[config.mk]
export PLATFORM = sky130hd
export DESIGN_NAME = exe_ctrl_flat
export DESIGN_NICKNAME = d
export VERILOG_FILES = /design/src/rtl/exe_ctrl_pkg.sv /design/src/rtl/exe_ctrl_if.sv /design/src/rtl/exe_mul_iter.sv /design/src/rtl/exe_ctrl.sv /design/src/flat_wrapper.sv
export SDC_FILE = /design/constraint.sdc
export NUM_CORES = 1
export LEC_CHECK = 0
export ABC_AREA = 1
export BUFFER_PORTS_ARGS = -buffer_cell sky130_fd_sc_hd__buf_2
export CAP_MARGIN = 20
export CORE_UTILIZATION = 40
export DETAILED_ROUTE_END_ITERATION = 10
export GPL_ROUTABILITY_DRIVEN = 0
export GPL_TIMING_DRIVEN = 0
export PLACE_DENSITY_LB_ADDON = 0.05
export SETUP_SLACK_MARGIN = 0.02
export SLEW_MARGIN = 5
export SYNTH_ARGS = -nofsm -noshare
export SYNTH_HDL_FRONTEND = slang
export SYNTH_HIERARCHICAL = 1
export SYNTH_SLANG_ARGS = --single-unit
[constraint.sdc]
create_clock -name clk -period 10.12 [get_ports clk]
set_input_delay 0 -clock clk [delete_from_list [all_inputs] [get_ports clk]]
set_output_delay 0 -clock clk [all_outputs]
set_load 0.1 [all_outputs]
[src/rtl/exe_ctrl_pkg.sv]
// Shared types and opcodes for the execute-stage sequencer.
// Imported by exe_ctrl, its multiplier and the bench.
package exe_ctrl_pkg;

  localparam int unsigned DATA_WIDTH_DEF = 64;

  localparam logic [7:0] INST_ADD = 8'h01;
  localparam logic [7:0] INST_MUL = 8'h02;

  typedef enum logic [1:0] {
    S_IDLE,
    S_MUL,
    S_DONE
  } exe_state_t;

  typedef struct packed {
    logic [4:0] rd_addr;
    logic [4:0] inst_type;
  } exe_tag_t;

  function automatic logic is_mul_op(
    input logic [7:0] op,
    input bit         en
  );
    return en && (op == INST_MUL);
  endfunction

endpackage

[src/rtl/exe_ctrl_if.sv]
// Decode-side and writeback-side handshake bundle of exe_ctrl.
// master drives ops and wb_ready; slave is the execute stage.
interface exe_ctrl_if #(
  parameter int unsigned DW = 64
) ();

  logic          flush;
  logic          id_valid;
  logic          id_ready;
  logic [7:0]    inst_opcode;
  logic [4:0]    inst_type_i;
  logic [4:0]    rd_addr_i;
  logic [DW-1:0] op1;
  logic [DW-1:0] op2;
  logic          ex_valid;
  logic          wb_ready;
  logic [DW-1:0] rd_data;
  logic [4:0]    rd_addr_o;
  logic [4:0]    inst_type_o;
  logic          busy;

  modport master (
    output flush,
    output id_valid,
    output inst_opcode,
    output inst_type_i,
    output rd_addr_i,
    output op1,
    output op2,
    output wb_ready,
    input  id_ready,
    input  ex_valid,
    input  rd_data,
    input  rd_addr_o,
    input  inst_type_o,
    input  busy
  );

  modport slave (
    input  flush,
    input  id_valid,
    input  inst_opcode,
    input  inst_type_i,
    input  rd_addr_i,
    input  op1,
    input  op2,
    input  wb_ready,
    output id_ready,
    output ex_valid,
    output rd_data,
    output rd_addr_o,
    output inst_type_o,
    output busy
  );

endinterface

[src/rtl/exe_mul_iter.sv]
// Iterative shift-add multiplier, one partial product per cycle.
// done_o/product_o are combinational on the last step.
module exe_mul_iter
  import exe_ctrl_pkg::*;
#(
  parameter int unsigned DATA_WIDTH = DATA_WIDTH_DEF
) (
  input  logic                  clk,
  input  logic                  rst,
  input  logic                  kill_i,
  input  logic                  start_i,
  input  logic [DATA_WIDTH-1:0] op1_i,
  input  logic [DATA_WIDTH-1:0] op2_i,
  output logic                  done_o,
  output logic [DATA_WIDTH-1:0] product_o
);

  localparam int unsigned CW =
    (DATA_WIDTH > 1) ? $clog2(DATA_WIDTH) : 1;
  localparam logic [CW-1:0] LAST = CW'(DATA_WIDTH - 1);

  logic                  run_q, run_d;
  logic [CW-1:0]         cnt_q, cnt_d;
  logic [DATA_WIDTH-1:0] acc_q, acc_d;
  logic [DATA_WIDTH-1:0] mcand_q, mcand_d;
  logic [DATA_WIDTH-1:0] mplier_q, mplier_d;
  logic [DATA_WIDTH-1:0] acc_step;

  always_ff @(posedge clk or posedge rst) begin
    if (rst) begin
      run_q    <= 1'b0;
      cnt_q    <= '0;
      acc_q    <= '0;
      mcand_q  <= '0;
      mplier_q <= '0;
    end else begin
      run_q    <= run_d;
      cnt_q    <= cnt_d;
      acc_q    <= acc_d;
      mcand_q  <= mcand_d;
      mplier_q <= mplier_d;
    end
  end

  // Final step is folded into product_o so the result lands on the done edge.
  assign acc_step  = mplier_q[0] ? (acc_q + mcand_q) : acc_q;
  assign done_o    = run_q && (cnt_q == LAST);
  assign product_o = acc_step;

  always_comb begin
    run_d    = run_q;
    cnt_d    = cnt_q;
    acc_d    = acc_q;
    mcand_d  = mcand_q;
    mplier_d = mplier_q;
    if (kill_i) begin
      run_d = 1'b0;
    end else if (start_i) begin
      run_d    = 1'b1;
      cnt_d    = '0;
      acc_d    = '0;
      mcand_d  = op1_i;
      mplier_d = op2_i;
    end else if (run_q) begin
      acc_d    = acc_step;
      mcand_d  = mcand_q << 1;
      mplier_d = mplier_q >> 1;
      cnt_d    = cnt_q + 1'b1;
      if (done_o) run_d = 1'b0;
    end
  end

endmodule

[src/rtl/exe_ctrl.sv]
// Execute-stage sequencer: single-cycle ADD/unknown, iterative MUL,
// result held in S_DONE until writeback takes it.
module exe_ctrl
  import exe_ctrl_pkg::*;
#(
  parameter int unsigned DATA_WIDTH = DATA_WIDTH_DEF,
  parameter bit          MUL_EN     = 1'b1
) (
  input  logic      clk,
  input  logic      rst,
  exe_ctrl_if.slave bus
);

  exe_state_t            state_q, state_d;
  logic [DATA_WIDTH-1:0] data_q, data_d;
  exe_tag_t              tag_q, tag_d;

  logic                  id_ready;
  logic                  ex_valid;
  logic                  accept;
  logic                  transfer;
  logic                  op_mul;
  logic                  op_add;
  logic [DATA_WIDTH-1:0] alu_res;
  logic                  mul_done;
  logic [DATA_WIDTH-1:0] mul_prod;

  assign op_mul = is_mul_op(bus.inst_opcode, MUL_EN);
  assign op_add = (bus.inst_opcode == INST_ADD);

  assign ex_valid = (state_q == S_DONE);
  assign id_ready = !bus.flush &&
                    ((state_q == S_IDLE) ||
                     ((state_q == S_DONE) && bus.wb_ready));
  assign accept   = bus.id_valid && id_ready;
  assign transfer = ex_valid && bus.wb_ready;

  always_comb begin
    unique case (1'b1)
      op_add:  alu_res = bus.op1 + bus.op2;
      default: alu_res = '0;
    endcase
  end

  exe_mul_iter #(
    .DATA_WIDTH(DATA_WIDTH)
  ) u_mul (
    .clk      (clk),
    .rst      (rst),
    .kill_i   (bus.flush),
    .start_i  (accept && op_mul),
    .op1_i    (bus.op1),
    .op2_i    (bus.op2),
    .done_o   (mul_done),
    .product_o(mul_prod)
  );

  always_ff @(posedge clk or posedge rst) begin
    if (rst) begin
      state_q <= S_IDLE;
      data_q  <= '0;
      tag_q   <= '0;
    end else begin
      state_q <= state_d;
      data_q  <= data_d;
      tag_q   <= tag_d;
    end
  end

  always_comb begin
    state_d = state_q;
    data_d  = data_q;
    tag_d   = tag_q;

    if (accept) begin
      tag_d = '{rd_addr: bus.rd_addr_i,
                inst_type: bus.inst_type_i};
    end

    if (accept && !op_mul) begin
      data_d = alu_res;
    end else if ((state_q == S_MUL) && mul_done) begin
      data_d = mul_prod;
    end

    unique case (state_q)
      S_IDLE: begin
        if (accept) state_d = op_mul ? S_MUL : S_DONE;
      end
      S_MUL: begin
        if (mul_done) state_d = S_DONE;
      end
      S_DONE: begin
        // Back-to-back accept on transfer keeps the pipe bubble-free.
        if (transfer) begin
          if (accept) state_d = op_mul ? S_MUL : S_DONE;
          else        state_d = S_IDLE;
        end
      end
      default: state_d = S_IDLE;
    endcase

    if (bus.flush) state_d = S_IDLE;
  end

  assign bus.id_ready    = id_ready;
  assign bus.ex_valid    = ex_valid;
  assign bus.rd_data     = data_q;
  assign bus.rd_addr_o   = tag_q.rd_addr;
  assign bus.inst_type_o = tag_q.inst_type;
  assign bus.busy        = (state_q == S_MUL);

endmodule

[src/flat_wrapper.sv]
// flat-port wrapper written by rule: the top's interface ports become plain ports
module exe_ctrl_flat import exe_ctrl_pkg::*;
#(
  parameter int unsigned DATA_WIDTH = DATA_WIDTH_DEF,
  parameter bit          MUL_EN     = 1'b1
)
  (clk, rst, bus_flush, bus_id_valid, bus_inst_opcode, bus_inst_type_i, bus_rd_addr_i, bus_op1, bus_op2, bus_wb_ready, bus_id_ready, bus_ex_valid, bus_rd_data, bus_rd_addr_o, bus_inst_type_o, bus_busy);
  exe_ctrl_if #(.DW((64))) bus_i ();
  input  logic clk;
  input  logic rst;
  input wire logic [$bits(bus_i.flush)-1:0] bus_flush;
  input wire logic [$bits(bus_i.id_valid)-1:0] bus_id_valid;
  input wire logic [$bits(bus_i.inst_opcode)-1:0] bus_inst_opcode;
  input wire logic [$bits(bus_i.inst_type_i)-1:0] bus_inst_type_i;
  input wire logic [$bits(bus_i.rd_addr_i)-1:0] bus_rd_addr_i;
  input wire logic [$bits(bus_i.op1)-1:0] bus_op1;
  input wire logic [$bits(bus_i.op2)-1:0] bus_op2;
  input wire logic [$bits(bus_i.wb_ready)-1:0] bus_wb_ready;
  output wire logic [$bits(bus_i.id_ready)-1:0] bus_id_ready;
  output wire logic [$bits(bus_i.ex_valid)-1:0] bus_ex_valid;
  output wire logic [$bits(bus_i.rd_data)-1:0] bus_rd_data;
  output wire logic [$bits(bus_i.rd_addr_o)-1:0] bus_rd_addr_o;
  output wire logic [$bits(bus_i.inst_type_o)-1:0] bus_inst_type_o;
  output wire logic [$bits(bus_i.busy)-1:0] bus_busy;
  assign bus_i.flush = bus_flush;
  assign bus_i.id_valid = bus_id_valid;
  assign bus_i.inst_opcode = bus_inst_opcode;
  assign bus_i.inst_type_i = bus_inst_type_i;
  assign bus_i.rd_addr_i = bus_rd_addr_i;
  assign bus_i.op1 = bus_op1;
  assign bus_i.op2 = bus_op2;
  assign bus_i.wb_ready = bus_wb_ready;
  assign bus_id_ready = bus_i.id_ready;
  assign bus_ex_valid = bus_i.ex_valid;
  assign bus_rd_data = bus_i.rd_data;
  assign bus_rd_addr_o = bus_i.rd_addr_o;
  assign bus_inst_type_o = bus_i.inst_type_o;
  assign bus_busy = bus_i.busy;
  exe_ctrl #(.DATA_WIDTH(DATA_WIDTH), .MUL_EN(MUL_EN)) u_core (.clk(clk), .rst(rst), .bus(bus_i));
endmodule
==> impl_metrics.json, run 1 <==
{
  "grt_max_degree": 114,
  "ctsResizeCount": 0,
  "synth.yosys.warnings": 6,
  "slew_violations": 0,
  "htreeDepth": 2,
  "antennaDiodeCount": 0,
  "ys_top_cells_by_area": "dfrtp_1 (29%), nand2_1 (26%), inv_1 (11%)",
  "rows": 89,
  "run_status": "finished clean",
  "rsz0062_at_grt": "false",
  "hold_viol": 0,
  "tightestPinTransition_ns": 0.905,
  "cts_setup_buffers": 0,
  "synth_top_area_cell": "dfrtp_1",
  "arrival_ns": 4.45,
  "routedWlPerCell_um": 18.4,
  "ys_seq_area_frac": 0.285,
  "finalCritPeriodShare": 0.393,
  "cts_made_buffers": 34,
  "placed_area_um2": 26300,
  "vias": 26000,
  "die_x_um": 248,
  "critPathTopFamily": "buffers and inverters",
  "first_pass_iters": 9,
  "antenna_found_initial": 4,
  "core_um2": 59400,
  "initial_core_util": 0.406,
  "fmaxAchievable_mhz": 252,
  "cts_sinks": 275,
  "crit_top_cell": "nor2_1",
  "gr-total-overflow": 0,
  "dp.final_hpwl_um": 79800,
  "p_switching_mw": 1.52,
  "drive_above_1_share": 0.0963,
  "synthFlopType": "dfrtp_1",
  "cts_tree": "built",
  "synthCells": 4027,
  "fin_setup_tns_ns": 0,
  "cp_slowest_cell": "buf_1",
  "clk-insertion-delay-late_ns": 0.55,
  "crit_fanout": 10,
  "drc": 0,
  "syn_area_um2": 24100,
  "ios": 228,
  "wirelength_um": 96100,
  "fin_skew_ns": 0.0215,
  "crit_path_end_kind": "flop",
  "crit_chain": "a211oi_2 -> nand2_2 -> clkbuf_1 -> nor2_1 -> inv_1 -> nor2_1 -> buf_6 -> buf_2 -> buf_1 -> nand2_1 -> o21ai_0 -> dlygate4sd3_1",
  "hold_slack_ns": 0.0350,
  "hold_path.class": "input port to flop",
  "p_seq_frac": 0.330,
  "ir_drop_mv": 0.145,
  "power_leakage_nw": 16.9,
  "start_kind": "flop",
  "crit_buf_inv": 6,
  "synth_edf_count": 0,
  "layout.nets": 4722,
  "yosysTopAreaCellShare": 0.285,
  "area_growth_pct": 20.1,
  "syn_nets": 4307,
  "grt_pass1_wl_um": 143000,
  "syn_avg_cell_area_um2": 5.99,
  "cap_violations": 0,
  "drt_iter0_markers": 1985,
  "clockBufferDepth": 3,
  "p_per_area_nw_per_um2": 131,
  "vias_per_cell": 4.96,
  "ys_types": 49,
  "synth_seq_cells": 275,
  "crit_type": "flop to flop",
  "worstPathRequired_ns": 10.60,
  "relSlewSlack": 0.397,
  "intPower_mw": 2.28,
  "async_flop_share": 1.00,
  "min_period_ns": 3.98,
  "finalPower_mw": 3.80,
  "portBuffers": 227,
  "swShare": 0.401,
  "comb_power_share": 0.322,
  "post-synth-top-count-cell": "nand2_1",
  "synth_commonest_cells": "nand2_1 (1663), inv_1 (719), nor2_1 (277)",
  "grt_use_total": 0.314,
  "fp.dieArea_um2": 61300,
  "slowest_delay_ns": 0.61,
  "drtAntennaViolNets": 0,
  "finalSetupViolCount": 0,
  "clkPwrFrac": 0.347,
  "clkSlewWorstSetupHoldPaths_ns": 0.06,
  "cts_root_buf": "clkbuf_16",
  "final_cell_area_um2": 29000,
  "chipHeight_um": 248,
  "postCtsHoldBufs": 149,
  "grt_pass1_vias": 24000
}
-- cells in the final DEF, fill, tap and decap left out, types with 55 or more instances in the layout --
master,instances
nand2_1,1663
inv_1,717
nor2_1,277
dfrtp_1,275
buf_2,253
nand3_1,222
a21oi_1,213
dlygate4sd3_1,149
ha_1,127
a22oi_1,126
o21ai_0,55
-- through the flow --
stage                     setup WS [ns]  utilization  cells
after global placement             1.88        0.442   5027
after CTS                          6.15        0.488   5237
after global routing               5.89        0.488   5237
final                              6.14        0.488   5237
after floorplan                    4.69            -   4027
after detailed placement           6.33        0.443   5030
-- sequential cells by signal, indices dropped and copies added (netlist names) --
signal	flops
u_core/bus.rd_addr_o	5
u_core/bus.rd_data	64
u_core/u_mul/mcand_q	64
u_core/bus.inst_type_o	5
u_core/u_mul/run_q	1
u_core/u_mul/mplier_q	64
u_core/state_q	2
u_core/u_mul/cnt_q	6
u_core/u_mul/acc_q	64
-- cell families after synthesis --
group | after synthesis | synth area share
AOI/OAI and AO/OA | 444 | 0.110
xor gates and xnor gates | 36 | 0.0131
adders and majority gates | 129 | 0.0675
buffers and inverters | 826 | 0.134
DFF | 275 | 0.285
and+or+nand+nor | 2317 | 0.390
-- cell type report --
type,instances,area [um2]
plain buffers,98,505
clock buffers,46,957
clock inverters,12,218
fillers,6403,30400
inverters,728,2740
multi-input cells,2926,14000
flip-flops and latches,275,6880
well taps,773,967
repair buffers,379,2690
-- worst paths after layout --
| path | startpoint | to | slack (ns) | cells past startpoint |
|---|---|---|---|---|
| max reg2reg | u_core/state_q[1] | u_core/u_mul/mcand_q[0] | 6.14 | 12 |
| min in group asynchronous | rst | u_core/u_mul/mplier_q[6] | 0.14 | 3 |
| min reg2reg | u_core/u_mul/mplier_q[38] | u_core/u_mul/mplier_q[37] | 0.47 | 2 |
| max | u_core/state_q[1] | u_core/u_mul/mcand_q[0] | 6.14 | 12 |
| max in group asynchronous | rst | u_core/bus.rd_data[54] | 8.90 | 5 |
| min | bus_inst_opcode[4] | u_core/bus.rd_data[1] | 0.04 | 7 |
-- worst reg2reg max path, cell delays in order, from the launching register on --
cell           delay (ns)
dfrtp_1              0.42
a211oi_2             0.27
nand2_2              0.15
clkbuf_1             0.31
nor2_1               0.43
inv_1                0.13
nor2_1               0.22
buf_6                0.22
buf_2                0.38
buf_1                0.61
nand2_1              0.11
o21ai_0              0.10
dlygate4sd3_1        0.56
-- metal layers --
metal  GRT usage  vias to the layer above  wire (um)
li1            -                    13200          -
met1       0.447                    11800      45100
met4       0.110                        4       3480
met3      0.0388                      154       5830
met5           0                        -         27
met2       0.488                      780      41700
-- power groups by stage --
stage / logic, mW / clock network [mW] / registers, mW
floorplan: 0.415 / 0 / 1.71
global placement: 1.16 / 0 / 1.27
detailed placement: 1.17 / 0 / 1.27
CTS: 1.22 / 1.34 / 1.25
global route: 1.31 / 1.38 / 1.26
finish: 1.23 / 1.32 / 1.26
Note: power is estimated with default switching activity, not from simulation.
==> run 2, diff against run 1 <==
==> constraint.sdc (replaced) <==
create_clock -name clk -period 3.86 [get_ports clk]
set_input_delay 0 -clock clk [delete_from_list [all_inputs] [get_ports clk]]
set_output_delay 0 -clock clk [all_outputs]
set_load 0.1 [all_outputs]
==> impl_metrics.json, run 2 (synthesis results as in run 1) <==
{
  "run_status": "finished clean",
  "rsz0062_at_grt": "false",
  "initial_core_util": 0.406,
  "finalCritPeriodShare": 0.951,
  "layout.nets": 4727,
  "p_switching_mw": 4.08,
  "cp_slowest_cell": "buf_2",
  "ir_drop_mv": 0.335,
  "clkPwrFrac": 0.350,
  "slew_violations": 0,
  "relSlewSlack": 0.354,
  "post-place-cells": 5036,
  "comb_power_share": 0.322,
  "cts_setup_buffers": 0,
  "dp.final_hpwl_um": 80400,
  "intPower_mw": 5.94,
  "p_seq_frac": 0.328,
  "first_pass_iters": 6,
  "vias": 26100,
  "htreeDepth": 2,
  "p_per_area_nw_per_um2": 344,
  "start_kind": "flop",
  "vias_per_cell": 4.98,
  "grt_pass1_wl_um": 143000,
  "drt_iter0_markers": 2406,
  "preCtsSetupSlack_ns": 0.0334,
  "die_x_um": 248,
  "final_cell_mix": "nand2_1 (1663), inv_1 (717), nor2_1 (277), dfrtp_1 (275), buf_2 (253)",
  "clkSlewWorstSetupHoldPaths_ns": 0.06,
  "crit_fanout": 10,
  "cts_made_buffers": 36,
  "fin_ws_ns": 0.188,
  "portBuffers": 227,
  "layout_commonest_cell": "nand2_1",
  "cts_sinks": 275,
  "r2r_cells": 12,
  "drtAntennaViolNets": 0,
  "crit_top_cell": "nand2_1",
  "seq_area_um2": 6880,
  "crit_buf_inv": 5,
  "drive_above_1_share": 0.0986,
  "crit_type": "flop to flop",
  "final_util": 0.490,
  "cts_root_buf": "clkbuf_16",
  "tightestPinTransition_ns": 0.968,
  "wirelength_um": 96600,
  "area_growth_pct": 20.7,
  "fin_cells": 5247,
  "routedWlPerCell_um": 18.4,
  "clk-insertion-delay-late_ns": 0.57,
  "rows": 89,
  "core_um2": 59400,
  "antenna_found_initial": 4,
  "multiInputGateArea_um2": 14000,
  "hold_slack_ns": 0.0242,
  "grt_max_degree": 63,
  "finalSetupViolCount": 0,
  "cts_tree": "built",
  "worstSetupStartpoint": "u_core/state_q[1]",
  "chipHeight_um": 248,
  "min_period_ns": 3.67,
  "cap_violations": 0,
  "drc": 0,
  "grt_pass1_vias": 24100,
  "slowest_delay_ns": 0.51,
  "arrival_ns": 4.18,
  "crit_path_end_kind": "flop",
  "worstPathRequired_ns": 4.36,
  "critPathTopFamily": "buffers and inverters",
  "reg2reg_from": "u_core/state_q[1]",
  "r2r_end": "u_core/u_mul/mplier_q[1]",
  "ios": 228,
  "power_leakage_nw": 17.0,
  "fp.dieArea_um2": 61300,
  "grt_use_total": 0.314,
  "swShare": 0.407,
  "gr-total-overflow": 0,
  "fmaxAchievable_mhz": 272,
  "fin_setup_tns_ns": 0,
  "r2r_slack_ns": 0.19,
  "fill_cells": 6347,
  "clockBufferDepth": 3,
  "crit_chain": "a211oi_2 -> nand2_2 -> clkbuf_1 -> nor2_1 -> inv_1 -> a21oi_4 -> inv_2 -> nor2_4 -> buf_2 -> buf_4 -> nand2_1 -> nand2_1",
  "hold_viol": 0,
  "fin_skew_ns": 0.0167,
  "hold_path.class": "input port to asynchronous set/reset pin"
}
[run 2: cell count changes in the layout (fill, tap and decap cells not counted), sizes merged]
cell and change:
inv -1, clkbuf +5, diode +2, buf +5, clkinvlp +3, dlygate4sd3 -3, bufinv -2, clkinv +1
[run 2: what timing repair did]
| action | 4_1_cts | 5_1_grt |
|---|---|---|
| resized for setup | 1 | 2 |
| hold endpoints to repair | 327 | 0 |
| endpoints found under the setup margin | 7 | 48 |
| hold buffers | 146 | 0 |
[run 2: worst max path at each step]
stage                                          end  cells after the start  slack, ns
after floorplan            u_core/u_mul/mcand_q[8]                     11       0.23
after global placement    u_core/u_mul/mplier_q[3]                     10      -0.48
after detailed placement  u_core/u_mul/mplier_q[3]                     10       0.03
after CTS                 u_core/u_mul/mplier_q[1]                     12       0.02
after global routing      u_core/u_mul/mplier_q[1]                     12       0.08
final                     u_core/u_mul/mplier_q[1]                     12       0.19
[run 2: power by group through the flow]
stage,sequential [mW],clock [mW],combinational [mW]
after floorplan,4.48,0,1.09
after global placement,3.34,0,3.04
after detailed placement,3.33,0,3.07
after CTS,3.28,3.57,3.20
after global routing,3.30,3.67,3.44
final,3.29,3.51,3.22
[run 2: metrics by stage]
step / area, um2 / total power [mW]
2_1_floorplan: 24100 / 5.57
3_3_place_gp: 26200 / 6.37
3_5_place_dp: 26400 / 6.40
4_1_cts: 29100 / 10.1
5_1_grt: 29100 / 10.4
6_report: 29100 / 10.0
[run 2: metal layers]
metal	GRT usage	wire (um)	up-vias
met4	0.113	3580	8
li1	-	-	13300
met5	0	53	-
met1	0.441	44400	11800
met3	0.0467	6590	168
met2	0.487	41900	843
[run 2: layout make-up]
class,count,share of cell area
Timing Repair Buffer,382,0.0958
Tap cell,773,0.0332
Buffer,98,0.0175
Clock buffer,50,0.0345
Clock inverter,13,0.00701
Antenna cell,2,0.000172
Sequential cell,275,0.236
Inverter,728,0.0941
Multi-Input combinational cell,2926,0.481
[run 2: worst min-delay path, stage by stage]
cell	delay [ns]
dlygate4sd3_1	0.54
buf_2	0.14
clkinvlp_4	0.33
